===== config.mk =====
export PLATFORM = sky130hd
export DESIGN_NAME = toycpu_control
export DESIGN_NICKNAME = d
export VERILOG_FILES = /design/src/rtl/toycpu_control.sv
export SDC_FILE = /design/constraint.sdc
export NUM_CORES = 1
export LEC_CHECK = 0
export CAP_MARGIN = 20
export CORE_ASPECT_RATIO = 1.75
export CORE_MARGIN = 8
export CORE_UTILIZATION = 46
export CTS_CLUSTER_DIAMETER = 150
export DETAILED_ROUTE_END_ITERATION = 7
export GPL_ROUTABILITY_DRIVEN = 0
export MAX_ROUTING_LAYER = met4
export PLACE_DENSITY = 0.82
export SETUP_SLACK_MARGIN = 0.5
export SYNTH_ARGS = -nofsm -noshare
export SYNTH_HDL_FRONTEND = slang
export SYNTH_SLANG_ARGS = --single-unit

===== constraint.sdc =====
create_clock -name clk -period 2 [get_ports clk]
set_clock_uncertainty 0.1 [all_clocks]
set_input_delay 0.2 -clock clk [delete_from_list [all_inputs] [get_ports clk]]
set_output_delay 0.2 -clock clk [all_outputs]
set_load 0.02 [all_outputs]

===== src/rtl/toycpu_control.sv =====
`default_nettype none
//=============================================================================
// Module   : toycpu_control
// Brief    : Instruction sequencer for the toy CPU. Fetches 16-bit
//            instructions over a req/valid handshake, decodes them and
//            drives the ALU opcode, register-file selects/write-enable and
//            the immediate path. The ALU's registered flags resolve the
//            conditional jumps.
// Options  : CTRL_COND_BRANCH_EN - when defined, JZ/JC are decoded;
//            otherwise opcodes 0x4/0x5 are illegal.
// Revision : 1.0 - initial release
//=============================================================================
module toycpu_control #(
   parameter int                ADDR_W   = 12,
   parameter logic [ADDR_W-1:0] RESET_PC = '0,
   parameter logic [3:0]        ADD_OP   = 4'h0,
   parameter logic [3:0]        MV_OP    = 4'h1
) (
   input  logic              clk,
   input  logic              rst_n,
   output logic              imem_req,
   output logic [ADDR_W-1:0] imem_addr,
   input  logic              imem_valid,
   input  logic [15:0]       imem_data,
   output logic [3:0]        alu_op,
   output logic [3:0]        rf_rd_sel,
   output logic [3:0]        rf_rs_sel,
   output logic              rf_we,
   output logic              imm_sel,
   output logic [15:0]       imm,
   input  logic              cFlag,
   input  logic              zFlag,
   output logic [ADDR_W-1:0] pc,
   output logic              halted,
   output logic              illegal
);

   // Reserved opcode that makes the ALU hold its flags.
   localparam logic [3:0] c_ALU_IDLE_OP = 4'hF;

   localparam logic [3:0] c_OPC_ADD  = 4'h0;
   localparam logic [3:0] c_OPC_MV   = 4'h1;
   localparam logic [3:0] c_OPC_LDI  = 4'h2;
   localparam logic [3:0] c_OPC_JMP  = 4'h3;
`ifdef CTRL_COND_BRANCH_EN
   localparam logic [3:0] c_OPC_JZ   = 4'h4;
   localparam logic [3:0] c_OPC_JC   = 4'h5;
`endif
   localparam logic [3:0] c_OPC_HALT = 4'hF;

   typedef enum logic [1:0] {
      S_FETCH   = 2'd0,
      S_DECODE  = 2'd1,
      S_EXECUTE = 2'd2,
      S_HALT    = 2'd3
   } state_t;

   state_t            r_state;
   state_t            w_state_nxt;

   logic [15:0]       r_ir;
   logic [ADDR_W-1:0] r_pc;
   logic              r_illegal;
   logic [3:0]        r_alu_op;
   logic [3:0]        r_rd_sel;
   logic [3:0]        r_rs_sel;
   logic              r_we;
   logic              r_imm_sel;
   logic [15:0]       r_imm;
   logic              r_taken;
   logic [ADDR_W-1:0] r_target;

   logic [3:0]        w_op;
   logic [3:0]        w_dec_alu_op;
   logic              w_dec_we;
   logic              w_dec_imm_sel;
   logic              w_dec_taken;
   logic              w_dec_halt;
   logic              w_dec_illegal;

   assign w_op = r_ir[15:12];

`ifndef CTRL_COND_BRANCH_EN
   // Flags only matter for conditional jumps, which this build does not decode.
   logic w_unused_flags;
   assign w_unused_flags = cFlag ^ zFlag;
`endif

   // Decode the latched instruction; flags are sampled here, which is
   // already at least two edges after any preceding ADD updated them.
   always_comb begin
      w_dec_alu_op  = c_ALU_IDLE_OP;
      w_dec_we      = 1'b0;
      w_dec_imm_sel = 1'b0;
      w_dec_taken   = 1'b0;
      w_dec_halt    = 1'b0;
      w_dec_illegal = 1'b0;
      case (w_op)
         c_OPC_ADD: begin
            w_dec_alu_op = ADD_OP;
            w_dec_we     = 1'b1;
         end
         c_OPC_MV: begin
            w_dec_alu_op = MV_OP;
            w_dec_we     = 1'b1;
         end
         c_OPC_LDI: begin
            w_dec_alu_op  = MV_OP;
            w_dec_imm_sel = 1'b1;
            w_dec_we      = 1'b1;
         end
         c_OPC_JMP:  w_dec_taken = 1'b1;
`ifdef CTRL_COND_BRANCH_EN
         c_OPC_JZ:   w_dec_taken = zFlag;
         c_OPC_JC:   w_dec_taken = cFlag;
`endif
         c_OPC_HALT: w_dec_halt  = 1'b1;
         default:    w_dec_illegal = 1'b1;
      endcase
   end

   // State register.
   always_ff @(posedge clk or negedge rst_n) begin
      if (!rst_n) begin
         r_state <= S_FETCH;
      end else begin
         r_state <= w_state_nxt;
      end
   end

   // Next-state logic: HALT is absorbing until reset.
   always_comb begin
      w_state_nxt = r_state;
      case (r_state)
         S_FETCH:   if (imem_valid) w_state_nxt = S_DECODE;
         S_DECODE:  w_state_nxt = (w_dec_halt || w_dec_illegal) ? S_HALT : S_EXECUTE;
         S_EXECUTE: w_state_nxt = S_FETCH;
         S_HALT:    w_state_nxt = S_HALT;
         default:   w_state_nxt = S_FETCH;
      endcase
   end

   // Instruction latch, registered controls (live only during EXECUTE) and PC.
   always_ff @(posedge clk or negedge rst_n) begin
      if (!rst_n) begin
         r_ir      <= '0;
         r_pc      <= RESET_PC;
         r_illegal <= 1'b0;
         r_alu_op  <= c_ALU_IDLE_OP;
         r_rd_sel  <= '0;
         r_rs_sel  <= '0;
         r_we      <= 1'b0;
         r_imm_sel <= 1'b0;
         r_imm     <= '0;
         r_taken   <= 1'b0;
         r_target  <= '0;
      end else begin
         case (r_state)
            S_FETCH: begin
               if (imem_valid) r_ir <= imem_data;
            end
            S_DECODE: begin
               if (w_dec_illegal) r_illegal <= 1'b1;
               if (!(w_dec_halt || w_dec_illegal)) begin
                  r_alu_op  <= w_dec_alu_op;
                  r_we      <= w_dec_we;
                  r_imm_sel <= w_dec_imm_sel;
                  r_rd_sel  <= r_ir[11:8];
                  r_rs_sel  <= r_ir[7:4];
                  r_imm     <= {8'h00, r_ir[7:0]};
                  r_taken   <= w_dec_taken;
                  r_target  <= r_ir[ADDR_W-1:0];
               end
            end
            S_EXECUTE: begin
               r_alu_op  <= c_ALU_IDLE_OP;
               r_we      <= 1'b0;
               r_imm_sel <= 1'b0;
               r_taken   <= 1'b0;
               r_pc      <= r_taken ? r_target
                                    : r_pc + {{(ADDR_W-1){1'b0}}, 1'b1};
            end
            default: begin
               r_pc <= r_pc;
            end
         endcase
      end
   end

   // Gating with rst_n keeps the request low while reset is held even though
   // the state already reads FETCH.
   assign imem_req  = rst_n && (r_state == S_FETCH);
   assign imem_addr = r_pc;
   assign pc        = r_pc;
   assign alu_op    = r_alu_op;
   assign rf_rd_sel = r_rd_sel;
   assign rf_rs_sel = r_rs_sel;
   assign rf_we     = r_we;
   assign imm_sel   = r_imm_sel;
   assign imm       = r_imm;
   assign halted    = (r_state == S_HALT);
   assign illegal   = r_illegal;

endmodule
`default_nettype wire


* Yosys cells after proc, flatten, opt, wreduce, memory -nomap -nowiden
Index checks and enable logic that the tools add are counted.
W data, S select, Z words.
** Word-level totals
- Word-level logic and storage cells :: 54
- Flip-flop bits (word level) :: 66
** Operators by class
- Bitwise logic cells :: 2
- Mux-type cells :: 18
- Add/subtract/negate cells :: 1
- Equality and inequality tests :: 9
- Reductions and logical operators :: 12
** Operators by type and width (number)
- $pmux W4 S2 :: 2
- $add A12 B1 Y12 const B :: 1
- $mux W12 :: 1
- $mux W1 :: 9
- $eq A4 B2 Y1 const B :: 2
- $pmux W2 S4 :: 1
- $reduce_and A2 Y1 :: 4
- $pmux W1 S2 :: 3
- $reduce_or A5 Y1 :: 1
- $eq A2 B2 Y1 const B :: 2
- $eq A4 B1 Y1 const B :: 1
- $eq A4 B4 Y1 const B :: 1
- $logic_not A4 Y1 :: 1
- $mux W4 :: 1
- $ne A2 B2 Y1 const B :: 2
- $reduce_or A3 Y1 :: 1
- $eq A2 B1 Y1 const B :: 1
- $logic_not A2 Y1 :: 1
- $mux W2 :: 1
- $not A1 Y1 :: 2
- $reduce_bool A2 Y1 :: 1
- $reduce_or A2 Y1 :: 1
- $logic_and A1 B1 Y1 :: 1
- $logic_or A1 B1 Y1 :: 1

* Depth between registers and ports, before layout
- Word-level depth :: 6
- Mapped depth :: 6
- Mapped depth without buffers :: 5

* Worst setup path before layout
Ideal clock, no wire load.
- Path kind :: register to register
- From :: register r_pc[0], in the netlist imem_addr[0]
- To :: register r_pc[10], in the netlist imem_addr[10]
- Library setup time :: 0.121 ns
- Required time :: 1.779 ns
- Clock period less this slack :: 1.652 ns
- Stages on the path, launching flop included :: 6
- Arrival time :: 1.431 ns
- Slack :: 0.348 ns
- Cells stage by stage :: dfrtp_1 > ha_1 > nand4_1 > nor3_1 > a31oi_1 > o22a_1
** On the way
- Longest elaborated chain between the ends :: 2
** Ends and longest elaborated chain
- start, declared :: line 62 : logic [ADDR_W-1:0] r_pc;
- start signal, assigned :: line 180 : r_pc <= r_taken ? r_target
- start signal, assigned :: line 184 : r_pc <= r_pc;
- $add A12 B1 Y12 :: line 181 : : r_pc + {{(ADDR_W-1){1'b0}}, 1'b1};
- $mux W12 :: line 180
No other way between the ends.
A chain may end at the register's enable or synchronous reset.

* Final worst setup path
- From :: register r_ir[14]
- To :: register r_target[11]
** On the way
- Longest elaborated chain between the ends :: 6
- Elaborated cells between the ends (all ways) :: 11
- Those cells by class :: 4 x eq/ne; 2 x mux; 1 x bitwise; 4 x reduce/logical
** Ends and longest elaborated chain
- start, declared :: line 61 : logic [15:0] r_ir;
- start signal, assigned :: line 160 : if (imem_valid) r_ir <= imem_data;
- $eq A4 B4 Y1, or another cell as far along :: line 98 : case (w_op)
- $reduce_or A5 Y1 (no source line)
- $mux W1 :: line 98
- $logic_or A1 B1 Y1 (*) :: line 164 : if (!(w_dec_halt || w_dec_illegal)) begin
- $not A1 Y1 (no source line) (*)
- $reduce_and A2 Y1 (no source line) (*)
- end signal, assigned :: line 172 : r_target <= r_ir[ADDR_W-1:0];
- end, declared :: line 71 : logic [ADDR_W-1:0] r_target;
Every way passes the cells marked *; elsewhere a longest branch is shown, timed or not.

==> metrics.txt <==
Clock power frac 11.4%; CTS Root Cell clkbuf_8; Final Max Tran Viols 0; Max Clk Rate 612 MHz; WL/cell 19.4 microns; sequential share of power 36.7%; slowest stage cell, crit path dfrtp_1; I/O pin cnt 78; crit path capture type register; All-Layer GR Usage 16.6%; vias in the first global route 1,973; Worst setup SP type register; mean post-synth cell area 11.1 sq um; Worst Hold Class register to register; Critical Setup Path Class register to register; CP Data Arrival Time 1.73 ns; sequential fraction of the synthesis area between 50% and 60%; # nets final ~310; CP required between 2 and 2.5 ns; cells after synthesis around 210; DRT antenna net count 0; Async SR Flop Fraction 100%; Hold Vio Cnt, Final 0; Final Setup Violations 0; Max FO, Critical Path 5; cell internal pwr 3.06 mW; worst-path cell chain or2_4 -> nor3b_4 -> buf_6 -> buf_8 -> mux2_4; Slew @ Worst Pin 0.601 ns; initial antenna violation count 0; Synth area leader dfrtp_1; sw frac 42.0%; I/O Buffers 67; Clock Pin Slew Worst Setup and Hold Paths around 0.08 ns; Ys Warns 0; EDFF count, synth 0; Synth Register Bits 48; clock latency at the later pin of the worst-skew pair 0.31 ns; Initial Utilization between 40% and 50%; Logic pwr share about half; peak supply drop 0.000971 V; die area 7690 sq um; CTS tree built; drt first pass iters 5; max incr delay on CP 0.39 ns; part of the cycle the worst path needs 81.7%; pwr dens 1570 nW/um^2; Via Count 1,904; switching component of the power 2.21 mW; grt ovf 0; die width 69.8 microns; first-pass GRT wire length 9.98 mm; Die Y 110 microns; reported max-cap violation count 0; clock buffer depth 2; Max transition margin between 50% and 60%; netlist area before placement 2330 sq um; min Tclk post-route 1.63 ns; Core ar. 4930 sq um; Most used DFF post-synth dfrtp_1; DRC Markers 0; H-tree levels 2; Min Hold Slack 0.373 ns; Fin Setup TNS 0 ns; Area contributors post-synth dfrtp_1 49%, mux2_2 13%, buf_4 9.0%; largest net degree at the start of global routing 49; layout cells sized above 1 a little over a third; top cells by count, synth 46 x dfrtp_1, 28 x buf_4, 27 x mux2_2; RSZ-0062 raised after global routing yes; DP HPWL 4.30 mm; count leader, synth dfrtp_1; Leakage 1.59 nW; routed wire length 6.62 mm; status completed; routed vias/inst approximately 5.6; Placement Rows 34; TritonCTS buffer count 5; clock net sink count 48; Distinct cells, synth 44; Layout area overhead 44.4%; post-synth top area share 49.4%; Starting DRT DRC Count 176; ant diodes 0
==> flip-flops by register name, summed over array words and instances, names as in the netlist <==
register,flops
alu_op,2
illegal,1
imem_addr,12
imm_sel,1
r_ir,16
r_state,2
r_taken,1
r_target,6
rf_rd_sel,3
rf_rs_sel,3
rf_we,1
==> cells by family (layout without fill, tap and decap cells) <==
kind of cell	after synthesis	count (layout)	share of synthesized area (%)
buf+inv	42	113	11.8
simple gates	49	49	11.1
other cells	1	8	0.161
fa+ha+maj	1	1	0.537
mux	30	30	14.3
flops	48	48	51.7
compound gates	38	38	10.4
==> critical path, delay by kind of cell, from the launching register on <==
family	cells	cell delay, ns
mux	1	0.30
flops	1	0.39
buf+inv	2	0.28
simple gates	2	0.47
==> power groups by stage <==
stage	sequential [mW]	combinational, mW	clock (mW)
6_report	1.93	2.73	0.603
5_1_grt	2.00	2.90	0.642
4_1_cts	1.91	2.60	0.608
3_5_place_dp	1.95	2.57	0
3_3_place_gp	1.92	2.49	0
2_1_floorplan	2.08	1.46	0
==> area by class of cell <==
class                      count  area [sq um]
tap                           54          67.6
sequential                    48          1220
inverter                       6          23.8
multi-input combinational    126          1090
clock buffer                   8          90.1
fill                         362          1570
timing repair buffer          99           875
==> worst paths after layout <==
path	start	endpoint	slack (ns)	cells past startpoint
worst max-delay path	r_ir[14]$_DFFE_PN0P_	r_target[11]$_DFFE_PN0P_	0.37	5
worst min-delay path	illegal$_DFFE_PN0P_	illegal$_DFFE_PN0P_	0.37	1
worst max register to register	r_ir[14]$_DFFE_PN0P_	r_target[11]$_DFFE_PN0P_	0.37	5
worst min register to register	illegal$_DFFE_PN0P_	illegal$_DFFE_PN0P_	0.37	1
max in group asynchronous	rst_n	r_taken$_DFFE_PN0P_	0.93	3
min in group asynchronous	rst_n	r_target[1]$_DFFE_PN0P_	0.42	3
==> cell usage in the layout (no fill, tap or decap), types with 3 or more instances in the layout <==
cell type,Yosys,final
nand4_1,3,3
buf_2,4,3
clkdlybuf4s50_1,0,17
mux2_4,0,23
clkbuf_8,0,6
mux2i_1,3,3
dfrtp_1,46,36
buf_6,1,8
clkbuf_2,0,4
nand3_1,7,5
nand2_1,10,8
mux2_2,27,4
nor2_1,10,9
inv_1,5,5
nor3_2,0,3
conb_1,1,8
o21ai_0,12,9
dlygate4sd2_1,0,41
dfrtp_2,0,10
a21oi_1,10,10
buf_4,28,21
==> through the flow <==
step                      power (mW)  setup slack, ns  instances  instance area, sq um  utilization (%)
after floorplan                 3.54            0.415        216                  2470                -
after global placement          4.41            0.289        309                  3010             60.9
after detailed placement        4.52            0.188        309                  3010             60.9
after CTS                       5.12            0.360        333                  3260             66.2
after global routing            5.54            0.325        341                  3360             68.2
final                           5.26            0.366        341                  3360             68.2
==> repair_timing <==
action,4_1_cts,5_1_grt
endpoints found under the hold margin,46,0
gates resized for setup,82,32
endpoints found under the setup margin,83,42
hold buffers,1,0
setup buffers,14,7
pin swaps,7,8
cloned,1,1
==> routing by layer <==
layer | share of wire, % | global-route usage [%]
met4 | 3.3 | 8.95
met3 | 7.1 | 3.85
met5 | 0 | -
met2 | 55 | 29.5
met1 | 35 | 16.4
(Power assumes the default switching activity.)
